[config.mk]
export PLATFORM = sky130hd
export DESIGN_NAME = alu_sequencer
export DESIGN_NICKNAME = d
export VERILOG_FILES = /design/src/rtl/alu_sequencer.sv
export SDC_FILE = /design/constraint.sdc
export NUM_CORES = 1
export LEC_CHECK = 0
export ABC_AREA = 0
export CORE_ASPECT_RATIO = 0.75
export CORE_UTILIZATION = 35
export DETAILED_ROUTE_END_ITERATION = 6
export GPL_TIMING_DRIVEN = 0
export PLACE_DENSITY = 0.55
export SYNTH_ARGS = -nofsm -noshare
export SYNTH_HDL_FRONTEND = slang
export SYNTH_SLANG_ARGS = --single-unit
[constraint.sdc]
create_clock -name clk -period 3.39 [get_ports clk]
set_input_delay 0.678 -clock clk [delete_from_list [all_inputs] [get_ports clk]]
set_output_delay 0.678 -clock clk [all_outputs]
set_load 0.02 [all_outputs]
[src/rtl/alu_sequencer.sv]
// alu_sequencer: valid/ready 8-bit ALU instruction sequencer (in_valid/in_ready/in_op/in_imm in; out_valid/out_ready/out_data STO port; a_reg/b_reg/carry/zero/busy status)
module alu_sequencer #(
  parameter int WIDTH = 8
) (
  input  logic             clk,
  input  logic             reset,
  input  logic             in_valid,
  output logic             in_ready,
  input  logic [3:0]       in_op,
  input  logic [WIDTH-1:0] in_imm,
  output logic             out_valid,
  input  logic             out_ready,
  output logic [WIDTH-1:0] out_data,
  output logic [WIDTH-1:0] a_reg,
  output logic [WIDTH-1:0] b_reg,
  output logic             carry,
  output logic             zero,
  output logic             busy
);
  typedef enum logic [1:0] {IDLE, EXEC, OUT} state_t;
  state_t state;
  logic [3:0] op;
  logic [WIDTH-1:0] imm, add_x, add_y, res;
  logic [WIDTH:0] sum;
  logic res_c, wr_c;
  assign in_ready = state == IDLE;
  assign busy = state != IDLE;
  assign out_valid = state == OUT;
  always_comb begin
    add_x = op == 4'hC ? '0 : a_reg;
    add_y = op == 4'h0 ? b_reg : op == 4'h1 ? ~b_reg : ~a_reg;
    sum = {1'b0, add_x} + {1'b0, add_y} + {{WIDTH{1'b0}}, op != 4'h0};
    res = a_reg;
    res_c = 1'b0;
    wr_c = 1'b1;
    case (op)
      4'h0, 4'h1, 4'hC: begin res = sum[WIDTH-1:0]; res_c = sum[WIDTH]; end
      4'h2: begin res = a_reg << 1; res_c = a_reg[WIDTH-1]; end
      4'h3: begin res = a_reg >> 1; res_c = a_reg[0]; end
      4'h4: res = a_reg == b_reg ? '0 : a_reg > b_reg ? WIDTH'(1) : '1;
      4'h5: res = a_reg & b_reg;
      4'h6: res = a_reg | b_reg;
      4'h7: res = a_reg ^ b_reg;
      4'h8: res = ~(a_reg & b_reg);
      4'h9: res = ~(a_reg | b_reg);
      4'hA: res = ~(a_reg ^ b_reg);
      4'hB: res = ~a_reg;
      4'hE: begin res = b_reg; wr_c = 1'b0; end
      4'hF: begin res = imm; wr_c = 1'b0; end
      default: wr_c = 1'b0;
    endcase
  end
  always_ff @(posedge clk) begin
    if (reset) begin
      state <= IDLE;
      op <= '0;
      imm <= '0;
      a_reg <= '0;
      b_reg <= '0;
      out_data <= '0;
      carry <= 1'b0;
      zero <= 1'b1;
    end else begin
      case (state)
        IDLE: if (in_valid) begin
          op <= in_op;
          imm <= in_imm;
          state <= EXEC;
        end
        EXEC: if (op == 4'hD) begin
          out_data <= a_reg;
          state <= OUT;
        end else begin
          a_reg <= res;
          zero <= res == '0;
          if (wr_c) carry <= res_c;
          if (op == 4'hE) b_reg <= a_reg;
          state <= IDLE;
        end
        OUT: if (out_ready) state <= IDLE;
        default: state <= IDLE;
      endcase
    end
  end
endmodule

==> metrics.txt, run 1 <==
Synth top area share=0.227; Final #Nets=547; Iter 0 DRT Violations=around 380; die area=roughly 11000 sq um; final hold vios=0; Power Total=roughly 1.6 mW; htree depth=2; Post-Synthesis Cell Area=around 3500 sq um; Post-synth top cells=nor2_1, a21oi_1, dfxtp_1; Finished Layout Cells=between 600 and 700; vias in the first global route=around 3400; Die Wd=between 100 and 150 microns; largest net degree at the start of global routing=20; root buf cell=clkbuf_16; Yosys reg bits=40; grt total ovfl=0; Static Leak=about 1.7 nW; vias per cell=between 5 and 6; final setup vio count=0; dpl cells=between 600 and 700; Slew HR=0.372; area grow syn2layout=25.0%; Reg clk slew, reported paths=~0.06 ns; # IOs=45; crit path capture type=flip-flop; CTS Hold Buffers Added=0; cell taking the most area after synthesis=dfxtp_1; DP Wirelength=10400 microns; Synth async-reset ratio=0; yosys warns=0; Syn Inst Count=between 400 and 500; min Tclk post-route=between 3 and 4 ns; DRT Pass-1 Iters=6; Hold Slack=0.459 ns; total global-route track usage=0.268; CTS tree=built; Worst EP required=3.60 ns; Worst VDD drop=0.000184 V; total CTS buffers=5; Worst Max-Slew Pin Slew=roughly 0.93 ns; unrepaired setup endpoints after global routing=false; share of cells above drive strength 1=0.122; critical path launch point type=flip-flop; clock sink count=40; IO Port Bufs=43; outcome=complete, no violations; GPL Wtd Cong=0.947; footprint of the multi-input gates=2520 sq um; top-count cell post-synth=nor2_1; # fillers=993; initial core utilization=0.363; CTS Buffer Depth=2; fin crit share=0.964; crit path kind=flip-flop to flip-flop; final WL=13700 microns; maxcap violations=0; register area share after synthesis=0.227; Core Box Area=between 9000 and 10000 sq um; Post-synth EDFFs=0; initial antenna violation count=0; crit path DAT=3.48 ns; wire per inst=approximately 22 microns; fin. max-slew vios=0; Max Fclk=slightly above 300 MHz; Post-route DRC=0; register area=approximately 800 sq um; remaining antenna violation count after routing=0; first-pass GRT wire length=roughly 21000 microns; top cells by area, synth=dfxtp_1, ha_1, nor2_1; Power Density=about 360 nW/um^2; DIE HEIGHT=about 89 microns; Skew-Pair Late Insertion Delay=around 0.29 ns; synthesized net count=approximately 500; Synth Area per Inst=roughly 7.8 sq um; Fin Clk Skew=between 0.006 and 0.007 ns; Yosys cell types=75; Max FO, Critical Path=10; Main synth FF type=dfxtp_1; min-delay worst type=flip-flop to flip-flop; Vias=3561; # diodes=0; Final TNS setup=0 ns; row count=31; Final Util=0.454
cell type report:
type | instances | area share
inverters | 28 | 0.0249
plain buffers | 28 | 0.0538
flip-flops and latches | 40 | 0.182
repair buffers | 45 | 0.101
clock buffers | 5 | 0.0283
well taps | 132 | 0.0374
clock inverters | 2 | 0.00283
multi-input cells | 350 | 0.570
kinds of logic (layout without fill, tap and decap cells):
| kind of cell | after synthesis | count (layout) | synth area share |
|---|---|---|---|
| buf+inv | 60 | 108 | 0.0939 |
| simple gates | 164 | 164 | 0.228 |
| compound gates | 115 | 115 | 0.223 |
| mux | 24 | 24 | 0.0730 |
| fa+ha+maj | 33 | 33 | 0.121 |
| xor+xnor | 14 | 14 | 0.0347 |
| flops | 40 | 40 | 0.227 |
worst max-delay path: stages (launching register included):
cell and delay, ns:
dfxtp_1 0.31, buf_6 0.14, nor2_4 0.17, nand2_4 0.11
clkbuf_8 0.19, nand2_1 0.07, o21ai_1 0.09, fa_2 0.41
fa_2 0.37, nand2b_4 0.16, a21oi_4 0.18, xor2_2 0.12
a2111oi_4 0.39, o221ai_1 0.22, o31ai_2 0.24
timing repair:
action | 4_1_cts | 5_1_grt
pin swaps | 4 | 4
cloned | 0 | 0
setup buffers | 2 | 0
resized for setup | 24 | 12
endpoints found under the setup margin | 9 | 3
per-layer routing:
layer	vias up	track usage	share of wire
met5	-	0	0
met4	0	0.0548	0.015
met3	21	0.0561	0.069
met2	152	0.414	0.42
met1	1698	0.384	0.50
li1	1690	-	-
final timing paths:
path | depth (start not counted) | slack [ns] | from | endpoint
max reg2reg | 14 | 0.12 | op[2] | zero
min | 2 | 0.46 | imm[0] | imm[0]
max | 14 | 0.12 | op[2] | zero
min reg2reg | 2 | 0.46 | imm[0] | imm[0]
placed cells by master (no fill, tap or decap), drive strengths merged, types with 3 or more instances in the layout:
master / count
a2111oi: 3
nor2: 67
nor4: 3
buf: 16
clkdlybuf4s50: 43
a21oi: 42
a221oi: 5
inv: 28
a21o: 4
xor2: 13
nand4: 3
dfxtp: 40
nor3: 12
o22ai: 7
or2: 3
o21ai: 9
mux2: 4
a32oi: 3
a211oi: 7
o32a: 3
a31oi: 9
nor2b: 9
nand2: 39
mux2i: 19
clkbuf: 19
nand2b: 10
ha: 31
power by group:
group          switching, mW  internal, mW
logic                  0.355         0.254
clock network          0.208         0.268
registers             0.0280         0.488
metrics by stage:
stage / area [sq um] / setup slack (ns)
global placement: 4130 / -1.04
global route: 4420 / 0.0139
detailed placement: 4130 / -1.01
finish: 4420 / 0.122
CTS: 4350 / 0.00737
floorplan: 3530 / 0.0303
Power figures use the tool's default switching activity.
==> run 2: changes to the inputs <==
--- a/config.mk
+++ b/config.mk
@@ -6,7 +6,6 @@
 export NUM_CORES = 1
 export LEC_CHECK = 0
 export ABC_AREA = 0
-export CORE_ASPECT_RATIO = 0.75
 export CORE_UTILIZATION = 35
 export DETAILED_ROUTE_END_ITERATION = 6
 export GPL_TIMING_DRIVEN = 0
==> run 2 against run 1 <==
  * Critical path depth down 4
  * Via count shrank 0.45%
  * Count of clock-buffer cells in the layout stayed put
  * Power down 5.4%
  * Hold slack improved by 0.012 ns
  * Register-to-register slack lost 0.06 ns
  * Fmax fell by 1.7%
  * Critical endpoint unchanged
  * Setup slack got worse by 0.058 ns
  * Global-route usage fell by 1.3 points
==> metrics.txt, run 2 (synthesis results as in run 1) <==
outcome=complete, no violations; Fin Clk Skew=0.0112 ns (+0.00508 ns); row count=36 (+16%); unrepaired setup endpoints after global routing=false; Vias=3545 (-0.45%); IO Port Bufs=43 (unchanged); clock sink count=40 (unchanged); die area=10500 sq um (about the same); Crit-path slowest cell=or4_4; Worst setup startpoint=a_reg[5]; final WL=12600 microns (-7.6%); Die Wd=102 microns (-13%); # diodes=0 (unchanged); maxcap violations=0 (unchanged); Max Fclk=301 MHz (-1.7%); GPL Wtd Cong=0.972 (+2.7%); commonest non-fill, non-tap cell in the layout=nor2_1; initial antenna violation count=0 (unchanged); Hold Path Origin=imm[0]; Power Total=1.51 mW (-5.4%); Final Util=0.447 (-0.00654); share of cells above drive strength 1=0.120 (-0.00225); final hold vios=0 (unchanged); min Tclk post-route=3.33 ns (+0.0582 ns); Iter 0 DRT Violations=368 (-2.9%); fin. max-slew vios=0 (unchanged); initial core utilization=0.361 (-0.00144); Worst Max-Slew Pin Slew=0.961 ns (+0.0295 ns); final setup vio count=0 (unchanged); grt total ovfl=0 (unchanged); total global-route track usage=0.255 (-0.0132); Slew HR=0.357 (-0.0155); wire per inst=20.0 microns (-7.9%); crit path capture type=flip-flop; DP Wirelength=9560 microns (-8.4%); # IOs=45 (unchanged); fin crit share=0.981 (+0.0172); WP buf/inv=2 (unchanged); CTS Hold Buffers Added=0 (unchanged); Static Leak=1.71 nW (-1.2%); Power Density=347 nW/um^2 (-4.4%); htree depth=2 (unchanged); DRT Pass-1 Iters=5 (-1); DIE HEIGHT=102 microns (+15%); Skew-Pair Late Insertion Delay=0.31 ns (+0.02 ns); critical path launch point type=flip-flop; largest net degree at the start of global routing=20 (unchanged); Post-route DRC=0 (unchanged); crit path DAT=3.55 ns (+0.07 ns); Worst VDD drop=0.000161 V (-12%); max incr delay on CP=0.59 ns (+0.18 ns); Core Box Area=9770 sq um (+0.40%); delay-heaviest family, CP=simple AND/OR/NAND/NOR gates; remaining antenna violation count after routing=0 (unchanged); crit-path cells=clkbuf_2 > inv_1 > ha_1 > or4_4 > o211a_1 > o2111ai_2 > nand2_4 > nor4_2 > o221ai_2 > o31ai_2; vias per cell=5.61 (-0.76%); min-delay worst type=flip-flop to flip-flop; commonest non-fill, non-tap cells in the layout=nor2_1, clkdlybuf4s50_1, a21oi_1, dfxtp_1, nand2_1; FF-to-FF Start=a_reg[5]; crit path kind=flip-flop to flip-flop; Worst EP required=3.62 ns (+0.02 ns); area grow syn2layout=23.7%; CTS Buffer Depth=2 (unchanged); # fillers=1015 (+2.2%); vias in the first global route=3501 (+3.4%); first-pass GRT wire length=19700 microns (-5.2%); Max FO, Critical Path=8 (-2); Final #Nets=547 (unchanged); root buf cell=clkbuf_8; Reg clk slew, reported paths=0.10 ns (+0.04 ns); CTS tree=built; total CTS buffers=5 (unchanged)
==> run 2: layout make-up <==
type | instances | area, sq um | share of cell area
buffer | 29 | 241 | 0.0553
clock buffer | 5 | 68.8 | 0.0158
clock inverter | 3 | 46.3 | 0.0106
inverter | 28 | 108 | 0.0246
multi-input combinational | 350 | 2500 | 0.572
sequential | 40 | 802 | 0.184
tap | 133 | 166 | 0.0381
timing repair buffer | 44 | 438 | 0.100
==> run 2: report_power, final <==
group | internal [mW] | leakage (nW) | total (mW) | switching, mW
registers | 0.488 | 0.326 | 0.513 | 0.0253
logic | 0.240 | 1.33 | 0.573 | 0.333
clock network | 0.222 | 0.0548 | 0.428 | 0.206
total | 0.951 | 1.71 | 1.51 | 0.564
==> run 2: repair_timing <==
item	4_1_cts	5_1_grt
gates resized for setup	18	14
hold endpoints to repair	0	0
pin swaps	3	3
setup buffers	1	0
setup endpoints to repair	9	3
==> run 2: worst paths after layout <==
check / to / slack (ns) / cells past startpoint
setup reg to reg: zero / 0.06 / 10
hold / removal: imm[0] / 0.47 / 2
setup / recovery: zero / 0.06 / 10
hold reg to reg: imm[0] / 0.47 / 2
==> run 2: stage by stage <==
stage	area, sq um	setup TNS, ns	hold WS, ns	setup WS (ns)	cells
final	4370	0	0.471	0.0640	632
after global routing	4370	0	0.504	0.00815	632
after CTS	4290	0	0.476	0.00401	632
after detailed placement	4130	-3.37	0.466	-0.828	626
after global placement	4130	-3.43	0.455	-0.809	626
after floorplan	3530	0	0.432	0.0303	450
==> run 2: tightest hold or removal path: stages, from the launching register on <==
cell     delay (ns)
dfxtp_1        0.32
nand2_1        0.05
a21oi_1        0.06
==> run 2: layer usage <==
metal	GRT usage	part of all wire
met1	0.338	0.44
met2	0.409	0.46
met3	0.0588	0.070
met4	0.0780	0.023
met5	0	0
